<file path="src/rtl/hazard_stall_control_if.sv">
// Pipeline hazard-control bundle: hazard/redirect requests in, stage enables,
// bubble/flush controls and performance counters out.
interface hazard_stall_control_if #(
  parameter int CNT_W = 16
);
  logic             stall_for_load;
  logic             flush_req;
  logic             pc_en;
  logic             if_id_en;
  logic             id_rr_en;
  logic             rr_ex_en;
  logic             ex_mem_bubble;
  logic             flush_if_id;
  logic             flush_id_rr;
  logic             flush_rr_ex;
  logic             pc_sel_target;
  logic             stall_active;
  logic [CNT_W-1:0] stall_cnt;
  logic [CNT_W-1:0] flush_cnt;

  modport master (
    output stall_for_load, flush_req,
    input  pc_en, if_id_en, id_rr_en, rr_ex_en, ex_mem_bubble,
    input  flush_if_id, flush_id_rr, flush_rr_ex, pc_sel_target,
    input  stall_active, stall_cnt, flush_cnt
  );

  modport slave (
    input  stall_for_load, flush_req,
    output pc_en, if_id_en, id_rr_en, rr_ex_en, ex_mem_bubble,
    output flush_if_id, flush_id_rr, flush_rr_ex, pc_sel_target,
    output stall_active, stall_cnt, flush_cnt
  );
endinterface

</file>
<file path="src/rtl/hazard_stall_control.sv">
// Load-use stall / EX-redirect flush sequencer (RUN -> LOAD_STALL -> GUARD).
// Define HAZARD_PERF_CNT_EN to build the saturating stall/flush counters.
module hazard_stall_control #(
  parameter int STALL_CYCLES = 1,
  parameter int CNT_W        = 16
) (
  input  logic                  clk,
  input  logic                  rst_n,
  hazard_stall_control_if.slave bus
);
  typedef enum logic [1:0] {RUN, LOAD_STALL, GUARD} state_t;

  localparam logic [1:0] REM_INIT = 2'(STALL_CYCLES - 1);

  state_t     state, nxt;
  logic [1:0] rem, rem_nxt;
  logic       freeze, flush_ok;
  logic       stall_active_q;

  always_ff @(posedge clk or negedge rst_n) begin
    if (!rst_n) begin
      state          <= RUN;
      rem            <= '0;
      stall_active_q <= 1'b0;
    end else begin
      state          <= nxt;
      rem            <= rem_nxt;
      stall_active_q <= (nxt == LOAD_STALL);
    end
  end

  always_comb begin
    nxt      = state;
    rem_nxt  = rem;
    freeze   = 1'b0;
    flush_ok = 1'b0;
    case (state)
      RUN: begin
        if (bus.stall_for_load) begin
          freeze = 1'b1;
          if (STALL_CYCLES == 1) begin
            nxt = GUARD;
          end else begin
            nxt     = LOAD_STALL;
            rem_nxt = REM_INIT;
          end
        end else if (bus.flush_req) begin
          flush_ok = 1'b1;
        end
      end
      LOAD_STALL: begin
        freeze  = 1'b1;
        rem_nxt = rem - 2'd1;
        if (rem <= 2'd1) nxt = GUARD;
      end
      GUARD: begin
        // load request masked here so one load yields exactly one episode
        flush_ok = bus.flush_req;
        nxt      = RUN;
      end
      default: nxt = RUN;
    endcase
  end

  // Reset forces the pipeline held and flushed without waiting for an edge
  always_comb begin
    if (!rst_n) begin
      bus.pc_en         = 1'b0;
      bus.if_id_en      = 1'b0;
      bus.id_rr_en      = 1'b0;
      bus.rr_ex_en      = 1'b0;
      bus.ex_mem_bubble = 1'b0;
      bus.flush_if_id   = 1'b1;
      bus.flush_id_rr   = 1'b1;
      bus.flush_rr_ex   = 1'b1;
      bus.pc_sel_target = 1'b0;
    end else begin
      bus.pc_en         = ~freeze;
      bus.if_id_en      = ~freeze;
      bus.id_rr_en      = ~freeze;
      bus.rr_ex_en      = ~freeze;
      bus.ex_mem_bubble = freeze;
      bus.flush_if_id   = flush_ok;
      bus.flush_id_rr   = flush_ok;
      bus.flush_rr_ex   = flush_ok;
      bus.pc_sel_target = flush_ok;
    end
  end

  assign bus.stall_active = stall_active_q;

`ifdef HAZARD_PERF_CNT_EN
  logic [CNT_W-1:0] stall_cnt_q, flush_cnt_q;

  always_ff @(posedge clk or negedge rst_n) begin
    if (!rst_n) begin
      stall_cnt_q <= '0;
      flush_cnt_q <= '0;
    end else begin
      if (freeze && (stall_cnt_q != '1))   stall_cnt_q <= stall_cnt_q + 1'b1;
      if (flush_ok && (flush_cnt_q != '1)) flush_cnt_q <= flush_cnt_q + 1'b1;
    end
  end

  assign bus.stall_cnt = stall_cnt_q;
  assign bus.flush_cnt = flush_cnt_q;
`else
  assign bus.stall_cnt = '0;
  assign bus.flush_cnt = '0;
`endif
endmodule
</file>
<file path="src/flat_wrapper.sv">
// flat-port wrapper written by rule: the top's interface ports become plain ports
module hazard_stall_control_flat 
#(
  parameter int STALL_CYCLES = 1,
  parameter int CNT_W        = 16
)
  (clk, rst_n, bus_stall_for_load, bus_flush_req, bus_pc_en, bus_if_id_en, bus_id_rr_en, bus_rr_ex_en, bus_ex_mem_bubble, bus_flush_if_id, bus_flush_id_rr, bus_flush_rr_ex, bus_pc_sel_target, bus_stall_active, bus_stall_cnt, bus_flush_cnt);
  hazard_stall_control_if #(.CNT_W(CNT_W)) bus_i ();
  input  logic clk;
  input  logic rst_n;
  input wire logic [$bits(bus_i.stall_for_load)-1:0] bus_stall_for_load;
  input wire logic [$bits(bus_i.flush_req)-1:0] bus_flush_req;
  output wire logic [$bits(bus_i.pc_en)-1:0] bus_pc_en;
  output wire logic [$bits(bus_i.if_id_en)-1:0] bus_if_id_en;
  output wire logic [$bits(bus_i.id_rr_en)-1:0] bus_id_rr_en;
  output wire logic [$bits(bus_i.rr_ex_en)-1:0] bus_rr_ex_en;
  output wire logic [$bits(bus_i.ex_mem_bubble)-1:0] bus_ex_mem_bubble;
  output wire logic [$bits(bus_i.flush_if_id)-1:0] bus_flush_if_id;
  output wire logic [$bits(bus_i.flush_id_rr)-1:0] bus_flush_id_rr;
  output wire logic [$bits(bus_i.flush_rr_ex)-1:0] bus_flush_rr_ex;
  output wire logic [$bits(bus_i.pc_sel_target)-1:0] bus_pc_sel_target;
  output wire logic [$bits(bus_i.stall_active)-1:0] bus_stall_active;
  output wire logic [$bits(bus_i.stall_cnt)-1:0] bus_stall_cnt;
  output wire logic [$bits(bus_i.flush_cnt)-1:0] bus_flush_cnt;
  assign bus_i.stall_for_load = bus_stall_for_load;
  assign bus_i.flush_req = bus_flush_req;
  assign bus_pc_en = bus_i.pc_en;
  assign bus_if_id_en = bus_i.if_id_en;
  assign bus_id_rr_en = bus_i.id_rr_en;
  assign bus_rr_ex_en = bus_i.rr_ex_en;
  assign bus_ex_mem_bubble = bus_i.ex_mem_bubble;
  assign bus_flush_if_id = bus_i.flush_if_id;
  assign bus_flush_id_rr = bus_i.flush_id_rr;
  assign bus_flush_rr_ex = bus_i.flush_rr_ex;
  assign bus_pc_sel_target = bus_i.pc_sel_target;
  assign bus_stall_active = bus_i.stall_active;
  assign bus_stall_cnt = bus_i.stall_cnt;
  assign bus_flush_cnt = bus_i.flush_cnt;
  hazard_stall_control #(.STALL_CYCLES(STALL_CYCLES), .CNT_W(CNT_W)) u_core (.clk(clk), .rst_n(rst_n), .bus(bus_i));
endmodule
</file>
<file path="config.mk">
export PLATFORM = sky130hd
export DESIGN_NAME = hazard_stall_control_flat
export DESIGN_NICKNAME = d
export VERILOG_FILES = /design/src/rtl/hazard_stall_control_if.sv /design/src/rtl/hazard_stall_control.sv /design/src/flat_wrapper.sv
export SDC_FILE = /design/constraint.sdc
export NUM_CORES = 1
export LEC_CHECK = 0
export CAP_MARGIN = 20
export CORE_AREA = 2 2 45 47
export DETAILED_ROUTE_END_ITERATION = 8
export DIE_AREA = 0 0 47 49
export PLACE_DENSITY = 0.73
export SLEW_MARGIN = 20
export SYNTH_ARGS = -nofsm -noshare
export SYNTH_HDL_FRONTEND = slang
export SYNTH_SLANG_ARGS = --single-unit
</file>
<file path="constraint.sdc">
create_clock -name clk -period 1.4 [get_ports clk]
set_input_delay 0.14 -clock clk [delete_from_list [all_inputs] [get_ports clk]]
set_output_delay 0.14 -clock clk [all_outputs]
set_load 0.05 [all_outputs]
</file>
# Word level (Yosys, flattened, before mapping)
# Index checks and enable logic that the tools add are counted.
dict set report totals {
  ff_bits 5
  latchBits 0
  ram_bits 0
  rom_bits 0
  in_bits 4
  output_inout_bits 42
  word_cells 22
  memories 0
}
dict set report op_classes {
  n_addsub 1
  multipliers 0
  div 0
  n_lt_le_gt_ge 1
  n_eq_ne 3
  shift 0
  muxes 12
  bitwise 1
  reduce_logical 1
}
# op count
set op_table {}
lappend op_table {{1-bit 2-to-1 mux} 7}
lappend op_table {{2-bit by 1-bit == test with 1-bit output (second input constant)} 2}
lappend op_table {{2-bit 2-to-1 mux} 2}
lappend op_table {{1-bit one-hot mux with 2 select lines} 2}
lappend op_table {{2-bit one-hot mux with 2 select lines} 1}
lappend op_table {{2-bit == test (second input constant)} 1}
lappend op_table {{2-bit by 1-bit <= comparator with 1-bit output (second input constant)} 1}
lappend op_table {{2-bit logical NOT} 1}
lappend op_table {{2-bit by 1-bit subtractor with 2-bit output (second input constant)} 1}
lappend op_table {{1-bit inverter} 1}

# Depth between registers and ports, before layout
dict set report depth {
  ltp_word 4
  mapped_depth 4
  ltp_nobuf 4
}

# Least setup slack after synthesis
# OpenSTA, ideal clock, no wires.
dict set report synth_timing {
  path_type {reg2out}
  from {register u_core.state[0]}
  to {output port bus_if_id_en}
  arrival_time_ns 1.352
  t_required_ns 1.260
  slack_ns -0.092
  path_stages_with_launch 4
  n_path_buf 1
  path_cell_list {dfrtp_1 o21bai_1 and2_1 buf_4}
}
dict set report synth_between {
  elab_chain_len 4
  word_cells_on_any_way 5
  classes_between {1 x eq/ne; 2 x mux; 1 x bitwise; 1 x reduce/logical}
}
# item line
set synth_rtl {}
lappend synth_rtl {{start, declared} hazard_stall_control.sv:15} ;# state_t state, nxt;
lappend synth_rtl {{start signal, assigned} hazard_stall_control.sv:26} ;# state <= nxt;
lappend synth_rtl {{2-bit by 1-bit == test with 1-bit output or 2-bit logical NOT (tied branches)} hazard_stall_control.sv:37} ;# case (state)
lappend synth_rtl {{1-bit one-hot mux with 2 select lines (*)} hazard_stall_control.sv:37}
lappend synth_rtl {{1-bit inverter (*)} n/a}
lappend synth_rtl {{1-bit 2-to-1 mux (*)} n/a}
lappend synth_rtl {{end, declared} flat_wrapper.sv:14} ;# output wire logic [$bits(bus_i.if_id_en)-1:0] bus_if_id_en;
# Every way passes the cells marked *; elsewhere a longest branch is shown, timed or not.

# Worst setup path in the final report
dict set report layout_timing {
  from {register u_core.state[1]}
  to {output port bus_flush_if_id}
}
dict set report layout_between {
  elab_chain_len 3
  word_cells_on_any_way 4
  classes_between {1 x eq/ne; 2 x mux; 1 x reduce/logical}
}
# item line
set layout_rtl {}
lappend layout_rtl {{2-bit == test or 2-bit logical NOT (tied branches)} hazard_stall_control.sv:37}
lappend layout_rtl {{1-bit one-hot mux with 2 select lines (*)} hazard_stall_control.sv:37}
lappend layout_rtl {{1-bit 2-to-1 mux (*)} hazard_stall_control.sv:67} ;# if (!rst_n) begin
lappend layout_rtl {{end, declared} flat_wrapper.sv:18} ;# output wire logic [$bits(bus_i.flush_if_id)-1:0] bus_flush_if_id;
# Marks and branches as above.

==> flow_metrics.tcl <==
set metrics [dict create \
    finalWirelength_um 725 \
    start_kind "flop" \
    r2r_start "u_core.state[1]$_DFF_PN0_" \
    skew_ps 3.43 \
    finalPower_uw 666 \
    post_synth_xor_area_fraction_pct 1.66 \
    critical_path.top_delay_family "flip-flops" \
    synthAdderAreaFrac_pct 2.38 \
    coreArea_sq_um 1840 \
    insertion_delay_ps 240 \
    final-hold-violation-count 0 \
    maxCapViolations 0 \
    final_layout_size_suffix_gt1_share_pct 29.3 \
    num_antenna_cells 0 \
    die-width_um 47 \
    setup_viol 0 \
    ys_seq_area_share_pct 23.8 \
    drv_slew 0 \
    syn_to_final_growth_pct 21.6 \
    cts_root_buffer "clkbuf_4" \
    synth_top_family_by_area "buffers and inverters" \
    synthesis.area_sq_um 527 \
    die_height_um 49 \
    dp.final_hpwl_um 622 \
    fp-row-count 16 \
    ant_nets 0 \
    synth-seq-cells 5 \
    power_density_nw_per_um2 1040 \
    slowest_stage "dfrtp_1" \
    worstPathMaxFanout 3 \
    synth_compound_area_share_pct 4.28 \
    nFillCells 202 \
    final_cell_mix "conb_1, buf_4, buf_12" \
    cts_tree "done" \
    drc 0 \
    cts_buffers 3 \
    placed_cell_area_sq_um 603 \
    critPathMaxStageDelay_ps 380 \
    hp-class "primary input to asynchronous set/reset pin" \
    worstPathRequired_ps 1260 \
    cts_hold_buf 0 \
    post-place-cells 97 \
    grt_setup_unrepaired "true" \
    clkTransAtPathRegs_ps 50 \
    start_util_pct 28.6 \
    grt_pass1_wl_um 1030 \
    grt_pass1_vias 229 \
    end_kind "output pin" \
    cp_data_arrival_time_ps 1230 \
    power.leakage_nw 0.342 \
    ir_drop_mv 0.465 \
    ys_types 16 \
    synth_mux_area_share_pct 2.85 \
    yosys.area_share.simple_pct 8.79 \
    cts_sinks 5 \
    cp_cell_sequence "nand2b_1 > a31o_2 > buf_4" \
    gp_congestion 0.647 \
    numPortBuffers 13 \
    syn_avg_cell_area_sq_um 8.78 \
    fin_crit_ps 1370 \
    io_pins 46 \
    cts_buffer_depth 2 \
    wl_per_cell_um 7.11 \
    viasPerCell 3.27 \
    fin_cells 102 \
    tns_ps 0 \
    die_area_sq_um 2300 \
    grt_overflow 0 \
    finish.instance_area_sq_um 641 \
    grt_max_degree 6 \
    grt_usage_pct 6.37 \
    grt_antenna_before_repair 0 \
    fmax_ghz 0.732 \
    ys.warnings.count 0 \
    drt_first_pass_iters 4 \
    synthCells 60 \
    crit_buf_inv 1 \
    fin_crit_sh_pct 97.6 \
    status "completed" \
    final_util_pct 34.8 \
    vias 334 \
    crit_type "flop to output pin" \
    htree_levels 1 \
    crit_start "u_core.state[1]$_DFF_PN0_" \
    layout.nets 81 \
    final_common_cell "conb_1" \
    drtIter0Drc 3 \
]
==> flip-flops by register name (all words and copies together) (netlist names) <==
register                 flops
u_core.rem                   2
u_core.state                 2
u_core.bus.stall_active      1
==> cell families (layout without fill, tap and decap cells) <==
family,Yosys count,count (layout)
buf+inv,41,25
fa+ha+maj,1,1
mux,1,1
other cells,1,32
simple gates,7,7
flops,5,5
xor+xnor,1,1
compound gates,3,3
==> worst paths after layout <==
kind,slack [ps],to,cells past startpoint
min,280,u_core.state[1]$_DFF_PN0_,2
max,30,bus_flush_if_id,3
min in group clk,490,u_core.state[1]$_DFF_PN0_,1
min reg2reg,490,u_core.state[1]$_DFF_PN0_,1
max reg2reg,290,u_core.rem[1]$_DFFE_PN0N_,3
max in group asynchronous,1010,u_core.rem[0]$_DFFE_PN0N_,2
==> stage by stage <==
stage          setup WS, ps  hold slack, ps
6_report               33.0             284
2_1_floorplan          31.9            -156
4_1_cts                29.2             279
3_5_place_dp           54.9             478
5_1_grt               -21.8             302
3_3_place_gp           49.5             464
==> metal layers <==
metal | part of all wire, % | track usage, %
met3 | 21 | 4.81
met5 | 0 | 0
met2 | 44 | 9.13
met4 | 1.1 | 2.78
met1 | 34 | 6.83
==> power by group <==
| group | internal [mW] | switching, mW | total, mW |
|---|---|---|---|
| Combinational | 0.0725 | 0.276 | 0.349 |
| Sequential | 0.147 | 0.00118 | 0.148 |
| Clock | 0.108 | 0.0612 | 0.169 |
| Total | 0.327 | 0.339 | 0.666 |
==> final cells by class <==
| type | count | area (sq um) | share of cell area [%] |
|---|---|---|---|
| Clock buffer | 4 | 26.3 | 4.10 |
| Inverter | 4 | 15.0 | 2.34 |
| Multi-Input combinational cell | 45 | 230 | 35.9 |
| Sequential cell | 5 | 125 | 19.5 |
| Tap cell | 27 | 33.8 | 5.27 |
| Timing Repair Buffer | 17 | 210 | 32.8 |
==> cell usage after synthesis, drive strengths merged <==
cell,n,area (sq um)
nand2b,1,6.26
nor2b,1,8.76
o21bai,1,7.51
conb,1,3.75
nor2,1,3.75
a31oi,1,6.26
dfrtp,5,125
mux2,1,15.0
ha,1,12.5
and4,1,8.76
a31o,1,8.76
nor4,2,12.5
xor2,1,8.76
inv,4,15.0
and2,1,6.26
buf,37,278
==> repair_timing <==
item	4_1_cts	5_1_grt
resized for setup	2	0
buffers inserted	1	0
setup endpoints to repair	8	8
gates cloned	0	0
(Power assumes the default switching activity.)
